$ cat config.mk
export PLATFORM = sky130hd
export DESIGN_NAME = fp16_mul_seq
export DESIGN_NICKNAME = d
export VERILOG_FILES = /design/src/rtl/fp16_mul_seq.sv
export SDC_FILE = /design/constraint.sdc
export NUM_CORES = 1
export LEC_CHECK = 0
export CAP_MARGIN = 20
export CORE_ASPECT_RATIO = 0.9
export CORE_MARGIN = 2
export CORE_UTILIZATION = 40
export CTS_BUF_LIST = sky130_fd_sc_hd__clkbuf_4
export DETAILED_ROUTE_END_ITERATION = 8
export GPL_ROUTABILITY_DRIVEN = 0
export GPL_TIMING_DRIVEN = 1
export MAX_ROUTING_LAYER = met4
export PLACE_DENSITY = 0.57
export SYNTH_ARGS = -nofsm -noshare
export SYNTH_HDL_FRONTEND = slang
export SYNTH_SLANG_ARGS = --single-unit
$ cat constraint.sdc
create_clock -name clk -period 10.2 [get_ports clk]
set_input_delay 1.02 -clock clk [delete_from_list [all_inputs] [get_ports clk]]
set_output_delay 1.02 -clock clk [all_outputs]
set_load 0.05 [all_outputs]
$ cat src/rtl/fp16_mul_seq.sv
// Sequential IEEE-754 binary16 multiplier: early special-case resolution, 11-cycle shift-add
// significand multiply, normalise and round-to-nearest-even. Option macro: FP16_MUL_FTZ_EN.
module fp16_mul_seq #(
  parameter logic [15:0] QNAN_PATTERN = 16'h7E00
) (
  input  logic        clk,
  input  logic        rst_n,
  input  logic        in_valid,
  output logic        in_ready,
  input  logic [15:0] a,
  input  logic [15:0] b,
  output logic        out_valid,
  input  logic        out_ready,
  output logic [15:0] result,
  output logic [3:0]  flags
);

  typedef enum logic [2:0] {StIdle, StUnpack, StMul, StRound, StDone} state_e;

  state_e      state_q, state_d;
  logic        in_ready_q;
  logic        out_valid_q, out_valid_d;
  logic [15:0] a_q, a_d, b_q, b_d;
  logic [15:0] result_q, result_d;
  logic [3:0]  flags_q, flags_d;
  logic        sign_q, sign_d;
  logic [6:0]  exp_q, exp_d;  // two's complement biased product exponent
  logic [21:0] acc_q, acc_d;
  logic [21:0] mcand_q, mcand_d;
  logic [10:0] mplier_q, mplier_d;
  logic [3:0]  cnt_q, cnt_d;

  // Operand classification
  logic [4:0]  ea, eb, ea_eff, eb_eff;
  logic [9:0]  fa, fb;
  logic [10:0] sig_a, sig_b;
  logic        a_nan, b_nan, a_snan, b_snan, a_inf, b_inf, a_zero, b_zero;
  logic        sign_ab;
  logic [3:0]  zero_flags;

  assign ea      = a_q[14:10];
  assign eb      = b_q[14:10];
  assign fa      = a_q[9:0];
  assign fb      = b_q[9:0];
  assign sign_ab = a_q[15] ^ b_q[15];

  assign a_nan  = (ea == 5'h1F) && (fa != 10'd0);
  assign b_nan  = (eb == 5'h1F) && (fb != 10'd0);
  assign a_snan = a_nan && !fa[9];
  assign b_snan = b_nan && !fb[9];
  assign a_inf  = (ea == 5'h1F) && (fa == 10'd0);
  assign b_inf  = (eb == 5'h1F) && (fb == 10'd0);

`ifdef FP16_MUL_FTZ_EN
  logic flush_in;
  assign a_zero = (ea == 5'd0);
  assign b_zero = (eb == 5'd0);
  // A flushed subnormal against a nonzero finite operand hides a nonzero product.
  assign flush_in = ((ea == 5'd0) && (fa != 10'd0) && (b_q[14:0] != 15'd0)) ||
                    ((eb == 5'd0) && (fb != 10'd0) && (a_q[14:0] != 15'd0));
  assign zero_flags = {2'b00, flush_in, flush_in};
`else
  assign a_zero = (ea == 5'd0) && (fa == 10'd0);
  assign b_zero = (eb == 5'd0) && (fb == 10'd0);
  assign zero_flags = 4'b0000;
`endif

  assign sig_a  = {(ea != 5'd0), fa};
  assign sig_b  = {(eb != 5'd0), fb};
  assign ea_eff = (ea == 5'd0) ? 5'd1 : ea;
  assign eb_eff = (eb == 5'd0) ? 5'd1 : eb;

  function automatic logic [4:0] lzc22(input logic [21:0] v);
    logic [4:0] n;
    n = 5'd0;
    for (int i = 0; i < 22; i++) begin
      if (v[i]) n = 5'(21 - i);
    end
    return n;
  endfunction

  // Normalise / round datapath
  logic [4:0]        lz, sh;
  logic [21:0]       norm;
  logic signed [8:0] e_norm, e_rnd, sh_full;
  logic [43:0]       wide;
  logic [10:0]       mant;
  logic [11:0]       mant_r;
  logic              guard, sticky, round_up, tiny, inexact;
  logic [15:0]       round_res;
  logic [3:0]        round_flags;

  always_comb begin
    lz      = lzc22(acc_q);
    norm    = acc_q << lz;
    // norm[21] is the hidden bit; value = norm/2^21 * 2^(e_norm-15)
    e_norm  = $signed({{2{exp_q[6]}}, exp_q}) + 9'sd1 - $signed({4'd0, lz});
    tiny    = (e_norm < 9'sd1);
    sh_full = 9'sd1 - e_norm;
    if (!tiny) begin
      sh = 5'd0;
    end else if (sh_full > 9'sd22) begin
      sh = 5'd22;
    end else begin
      sh = sh_full[4:0];
    end
    wide     = {norm, 22'd0} >> sh;
    mant     = wide[43:33];
    guard    = wide[32];
    sticky   = |wide[31:0];
    round_up = guard && (sticky || mant[0]);
    mant_r   = {1'b0, mant} + {11'd0, round_up};
    inexact  = guard || sticky;
    e_rnd    = e_norm + $signed({8'd0, mant_r[11]});

    round_res   = 16'h0000;
    round_flags = 4'b0000;
    if (tiny) begin
`ifdef FP16_MUL_FTZ_EN
      round_res   = {sign_q, 15'd0};
      round_flags = 4'b0011;
`else
      // A carry into bit 10 lands in the exponent field, giving the smallest normal.
      round_res   = {sign_q, 4'd0, mant_r[10:0]};
      round_flags = {2'b00, inexact, inexact};
`endif
    end else if (e_rnd > 9'sd30) begin
      round_res   = {sign_q, 15'h7C00};
      round_flags = 4'b0101;
    end else begin
      round_res   = {sign_q, e_rnd[4:0], mant_r[11] ? 10'd0 : mant_r[9:0]};
      round_flags = {3'b000, inexact};
    end
  end

  always_comb begin
    state_d     = state_q;
    a_d         = a_q;
    b_d         = b_q;
    out_valid_d = out_valid_q;
    result_d    = result_q;
    flags_d     = flags_q;
    sign_d      = sign_q;
    exp_d       = exp_q;
    acc_d       = acc_q;
    mcand_d     = mcand_q;
    mplier_d    = mplier_q;
    cnt_d       = cnt_q;

    unique case (state_q)
      StIdle: begin
        if (in_valid && in_ready_q) begin
          a_d     = a;
          b_d     = b;
          state_d = StUnpack;
        end
      end
      StUnpack: begin
        sign_d  = sign_ab;
        state_d = StDone;
        if (a_nan || b_nan) begin
          result_d = QNAN_PATTERN;
          flags_d  = {a_snan || b_snan, 3'b000};
        end else if ((a_inf && b_zero) || (a_zero && b_inf)) begin
          result_d = QNAN_PATTERN;
          flags_d  = 4'b1000;
        end else if (a_inf || b_inf) begin
          result_d = {sign_ab, 15'h7C00};
          flags_d  = 4'b0000;
        end else if (a_zero || b_zero) begin
          result_d = {sign_ab, 15'h0000};
          flags_d  = zero_flags;
        end else begin
          exp_d    = {2'b00, ea_eff} + {2'b00, eb_eff} - 7'd15;
          acc_d    = 22'd0;
          mcand_d  = {11'd0, sig_a};
          mplier_d = sig_b;
          cnt_d    = 4'd10;
          state_d  = StMul;
        end
      end
      StMul: begin
        if (mplier_q[0]) acc_d = acc_q + mcand_q;
        mcand_d  = mcand_q << 1;
        mplier_d = mplier_q >> 1;
        cnt_d    = cnt_q - 4'd1;
        if (cnt_q == 4'd0) state_d = StRound;
      end
      StRound: begin
        result_d = round_res;
        flags_d  = round_flags;
        state_d  = StDone;
      end
      StDone: begin
        if (!out_valid_q) begin
          out_valid_d = 1'b1;
        end else if (out_ready) begin
          out_valid_d = 1'b0;
          state_d     = StIdle;
        end
      end
      default: state_d = StIdle;
    endcase
  end

  always_ff @(posedge clk or negedge rst_n) begin
    if (!rst_n) begin
      state_q     <= StIdle;
      in_ready_q  <= 1'b0;
      out_valid_q <= 1'b0;
      a_q         <= 16'd0;
      b_q         <= 16'd0;
      result_q    <= 16'd0;
      flags_q     <= 4'd0;
      sign_q      <= 1'b0;
      exp_q       <= 7'd0;
      acc_q       <= 22'd0;
      mcand_q     <= 22'd0;
      mplier_q    <= 11'd0;
      cnt_q       <= 4'd0;
    end else begin
      state_q     <= state_d;
      in_ready_q  <= (state_d == StIdle);
      out_valid_q <= out_valid_d;
      a_q         <= a_d;
      b_q         <= b_d;
      result_q    <= result_d;
      flags_q     <= flags_d;
      sign_q      <= sign_d;
      exp_q       <= exp_d;
      acc_q       <= acc_d;
      mcand_q     <= mcand_d;
      mplier_q    <= mplier_d;
      cnt_q       <= cnt_d;
    end
  end

  assign in_ready  = in_ready_q;
  assign out_valid = out_valid_q;
  assign result    = result_q;
  assign flags     = flags_q;

endmodule

# Word level (Yosys, flattened, before mapping)
# Index checks and enable logic that the tools add are counted.
[totals]
ff_bits = 124
in_bits = 36
out_inout_bits = 22
[op_classes]
reduce_logical = 40
n_mux = 73
n_addsub = 9
n_bitwise = 5
n_eq_ne = 12
n_lt_le_gt_ge = 3
n_shift = 2
[ops]
columns = ["cell", "n"]
rows = [
  ["$mux 22", 9],
  ["$mux 5", 26],
  ["$pmux 22 s2", 2],
  ["$mux 16", 4],
  ["$mux 11", 4],
  ["$shr 44x5->44", 1],
  ["$mux 4", 8],
  ["$pmux 16 s2", 1],
  ["$reduce_or 32->1", 1],
  ["$mux 15", 2],
  ["$mux 3", 10],
  ["$add 22x22->22", 1],
  ["$pmux 11 s2", 1],
  ["$shl 22x5->22", 1],
  ["$logic_not 10->1", 2],
  ["$reduce_bool 10->1", 2],
  ["$gt 9x6->1 const B", 2],
  ["$pmux 4 s2", 2],
  ["$pmux 3 s5", 1],
  ["$add 11x1->12", 1],
  ["$logic_and 1x1->1", 12],
  ["$eq 5x5->1 const B", 2],
  ["$logic_not 5->1", 2],
  ["$mux 10", 1],
  ["25 further kinds", 46],
]

# Logic depth before layout (Yosys ltp)
[depth]
depth_word = 37
depth_mapped = 40
depth_no_buf = 37

# Worst setup path after synthesis
# OpenSTA, ideal clock, no wires.
[synth_timing]
kind = "register -> register"
startpoint = "reg acc_q[11]"
endpoint = "reg result_q[9], in the netlist result[9]"
required_time_ps = 10134
synth_period_minus_slack_ps = 7805
t_arrival_ps = 7739
path_stages_with_launch = 35
setup_slack_ps = 2395
path_cell_list = "dfrtp_1 clkbuf_1 o31ai_2 o21ai_2 nand2_2 inv_2 ha_1 inv_1 ha_1 inv_1 fa_1 or3b_1 a2111oi_1 o31a_1 o21ai_1 a22oi_2 nand3_4 or3_1 a21oi_1 o22ai_1 or3_1 or3_1 nor4_4 ha_1 nand2_1 or3_1 nor2_1 nand2_1 a21oi_1 a21boi_0 o22ai_1 nor3_1 o31ai_1 a41oi_1 o31a_1"
[synth_between]
elab_chain_len = 26
[synth_rtl]
columns = ["item", "line", "text"]
rows = [
  ["start: declaration", "28", "logic [21:0] acc_q, acc_d;"],
  ["start signal: assignment", "217", "acc_q <= 22'd0;"],
  ["start signal: assignment", "231", "acc_q <= acc_d;"],
  ["$mux 5 (11 in series)", "77", "if (v[i]) n = 5'(21 - i);"],
  ["$sub 8x6->9", "97", "e_norm = $signed({{2{exp_q[6]}}, exp_q}) + 9'sd1 - $signed({4'd0, lz});"],
  ["$sub 2x9->9", "99", "sh_full = 9'sd1 - e_norm;"],
  ["$gt 9x6->1", "102", "end else if (sh_full > 9'sd22) begin"],
  ["$mux 5", "102", ""],
  ["$mux 5", "100", "if (!tiny) begin"],
  ["$shr 44x5->44", "107", "wide = {norm, 22'd0} >> sh;"],
  ["$reduce_or 32->1", "110", "sticky = |wide[31:0];"],
  ["$logic_or 1x1->1", "111", "round_up = guard && (sticky || mant[0]);"],
  ["$logic_and 1x1->1", "111", ""],
  ["$add 11x1->12", "112", "mant_r = {1'b0, mant} + {11'd0, round_up};"],
  ["$add 9x2->9", "114", "e_rnd = e_norm + $signed({8'd0, mant_r[11]});"],
  ["$gt 9x6->1", "127", "end else if (e_rnd > 9'sd30) begin"],
  ["$mux 15", "127", ""],
  ["$mux 15 (*)", "118", "if (tiny) begin"],
  ["$pmux 16 s2 (*)", "150", "unique case (state_q)"],
  ["end signal: assignment", "227", "result_q <= result_d;"],
  ["end: declaration", "24", "logic [15:0] result_q, result_d;"],
]
# Every way passes the cells marked *; elsewhere a longest branch is shown, timed or not.
# A chain may end at the register's enable or synchronous reset.

# Final worst setup path
[layout_timing]
startpoint = "reg acc_q[1]"
endpoint = "reg result_q[8], in the netlist result[8]"
[layout_between]
elab_chain_len = 36
[layout_rtl]
columns = ["item", "line"]
rows = [
  ["$mux 5 (21 in series)", "77"],
  ["$sub 8x6->9", "97"],
  ["$sub 2x9->9", "99"],
  ["$gt 9x6->1", "102"],
  ["$mux 5", "102"],
  ["$mux 5", "100"],
  ["$shr 44x5->44", "107"],
  ["$reduce_or 32->1", "110"],
  ["$logic_or 1x1->1", "111"],
  ["$logic_and 1x1->1", "111"],
  ["$add 11x1->12", "112"],
  ["$add 9x2->9", "114"],
  ["$gt 9x6->1", "127"],
  ["$mux 15", "127"],
  ["$mux 15 (*)", "118"],
  ["$pmux 16 s2 (*)", "150"],
]
# Marks and branches as above.

==> results.ini <==
[logic_synthesis]
synthTopCellsByArea = dfrtp_1 (30%), ha_1 (6.1%), mux2i_1 (5.3%)
synthCells = 1200
syn_area_mm2 = 0.01032
yosysMostFrequentCell = dfrtp_1
synthFlopType = dfrtp_1
avgSynthCellArea_um2 = 8.599
async_reset_ff_share_pct = 100.0
yosysWarnings = 0
yosysTopAreaCell = dfrtp_1
synth_common_cells = dfrtp_1 (124), nand2_1 (117), nor2_1 (98)
synth-edff-count = 0
synth_seq_cells = 124
seq_area_frac_synth_pct = 30.07
synth_fp_nets = 1289
synth_cell_types = 99
synth_top_area_share_pct = 30.07

[grt]
first_global_vias = 9097
grt_max_degree = 77
gr-total-overflow = 0
antenna_found_initial = 1
grt_usage_pct = 22.03
grt_pass1_wl_um = 47670

[critical_path]
cp_slowest_cell = o311ai_2
critical_path_class = reg -> reg
arrival_ps = 9760
critPathRequiredTime_ps = 10710
start_kind = register
slowest_delay_ps = 720
cpMostUsedCell = ha_1
crit_fanout = 14
endpoint_kind = register

[sta]
setup_violations = 0
fin_setup_tns_ps = 0
worst_pin_slew_ps = 996.3
slew_headroom_pct = 33.58
fmax_mhz = 108.2
final_max_slew_viol_count = 0
min_period_ps = 9246
skew_ps = 31.27
rsz0062_at_grt = no
min_period_over_period_pct = 90.65
setup_slack_ps = 953.9
hold_viol_final = 0

[clock_tree]
clkLatencyLatePin_ps = 580
cts_buffer_depth = 2
cts.sinks = 124
cts_buffers = 17
htreeDepth = 4
cts_tree = done
post-cts-setup-buffer-count = 0
clockRootBuffer = clkbuf_4
clkTransAtPathRegs_ps = 150

[cells_and_area]
drive_gt1_share_pct = 10.83
area_delta_synth_final_pct = 10.97
post-route-util_pct = 45.34
nNetsFinal = 1313

[floorplan]
core_mm2 = 0.02526
fp.dieW_um = 173.3
start_util_pct = 40.86
design.die.area_mm2 = 0.02710
rows = 55
ioPinCount = 58
dieHeight_um = 156.4

[detailed_routing]
via_per_inst = 6.034
drc = 0
finalWirelength_um = 28380
drt-initial-drc-count = 958
vias = 9533
avgRoutedWirePerCell_um = 17.96
antenna_left = 0
drt_first_pass_iters = 8

[min_path]
hold_class = in -> async

[run]
maxCapViolCount = 0

[placed_design]
portBuffers = 57
dp_hpwl_um = 21090
place_ws_ps = 963.5

[outcome]
outcome = finished clean

## logic make-up (layout without fill, tap and decap cells)
| group | after synthesis | in the layout | share of synthesized area [%] |
|---|---|---|---|
| AOI/OAI and AO/OA | 363 | 363 | 25.71 |
| xor gates and xnor gates | 42 | 42 | 3.820 |
| adders and majority gates | 53 | 53 | 6.645 |
| buffers and inverters | 109 | 146 | 4.523 |
| DFF | 124 | 124 | 30.07 |
| muxes | 91 | 91 | 9.288 |
| other | 0 | 1 | 0 |
| and+or+nand+nor | 418 | 418 | 19.95 |
## metrics by stage
step,hold WS [ps],cells,instance area [um2]
floorplan,449.6,1200,10320
global placement,465.1,1546,11150
detailed placement,465.8,1546,11150
CTS,496.9,1578,11430
global route,364.5,1580,11450
finish,376.7,1580,11450
## registers in the layout, summed over array words and instances (netlist names)
register,cells
b_q,16
cnt_q,4
state_q,3
acc_q,22
mplier_q,11
sign_q,1
a_q,16
in_ready,1
exp_q,7
mcand_q,22
flags,4
out_valid,1
result,16
## worst paths after layout
path	start	endpoint	slack, ps	depth (start not counted)
max	acc_q[1]	result[8]	950	33
min reg2reg	flags[2]	flags[2]	490	2
min in group clk	flags[2]	flags[2]	490	2
max reg2reg	acc_q[1]	result[8]	950	33
min	rst_n	a_q[7]	380	1
max in group asynchronous	rst_n	cnt_q[3]	8770	2
## repair_timing
item	CTS	global route
resized for setup	0	1
hold buffers	0	0
setup endpoints to repair	0	8
## worst max-delay path, delay by kind of cell (launching register included)
kind | cells | cell delay [ps]
flip-flops | 1 | 560
buffers and inverters | 3 | 540
AO/OA/AOI/OAI | 13 | 4140
adder cells (fa/ha/maj) | 5 | 1490
AND/OR/NAND/NOR | 11 | 2350
XOR/XNOR | 1 | 90
## layer usage
metal	track usage (%)	routed length (um)
met5	-	0
met3	3.936	1648
met2	32.91	12340
met4	5.771	510
met1	30.78	13880
## final cells by class
cell class / instances / area (um2)
tap: 342 / 427.9
antenna: 1 / 2.502
multi-input combinational: 967 / 6773
timing repair buffer: 76 / 723.2
sequential: 124 / 3103
clock buffer: 17 / 127.6
clock inverter: 15 / 151.4
inverter: 38 / 142.6
fill: 2462 / 13800
## cells in the final DEF (no fill, tap or decap), types with 7 or more instances in the layout
cell and instances:
nand3_1 58, a21oi_1 57, a221oi_1 8, nand2_1 117, mux2i_1 55, a32o_1 7, o22ai_1 16, a22o_1 33
o21ai_1 8, ha_1 50, dfrtp_1 124, o211ai_1 19, a22oi_1 9, buf_4 19, xnor2_1 35, a31oi_1 13
clkdlybuf4s50_1 56, nand2b_1 13, a21o_1 15, nor2_1 96, nor4_1 14, and3_1 11, nor3_1 31, a211oi_1 13
nand4_1 12, or3_1 7, inv_1 35, mux2_2 35, o31ai_1 10, clkbuf_4 17, nor2b_1 16, o21ai_0 65
Power is left out: the tool's default activity adds up to more than one toggle a clock period on the data nets, which glitch-free logic cannot reach.
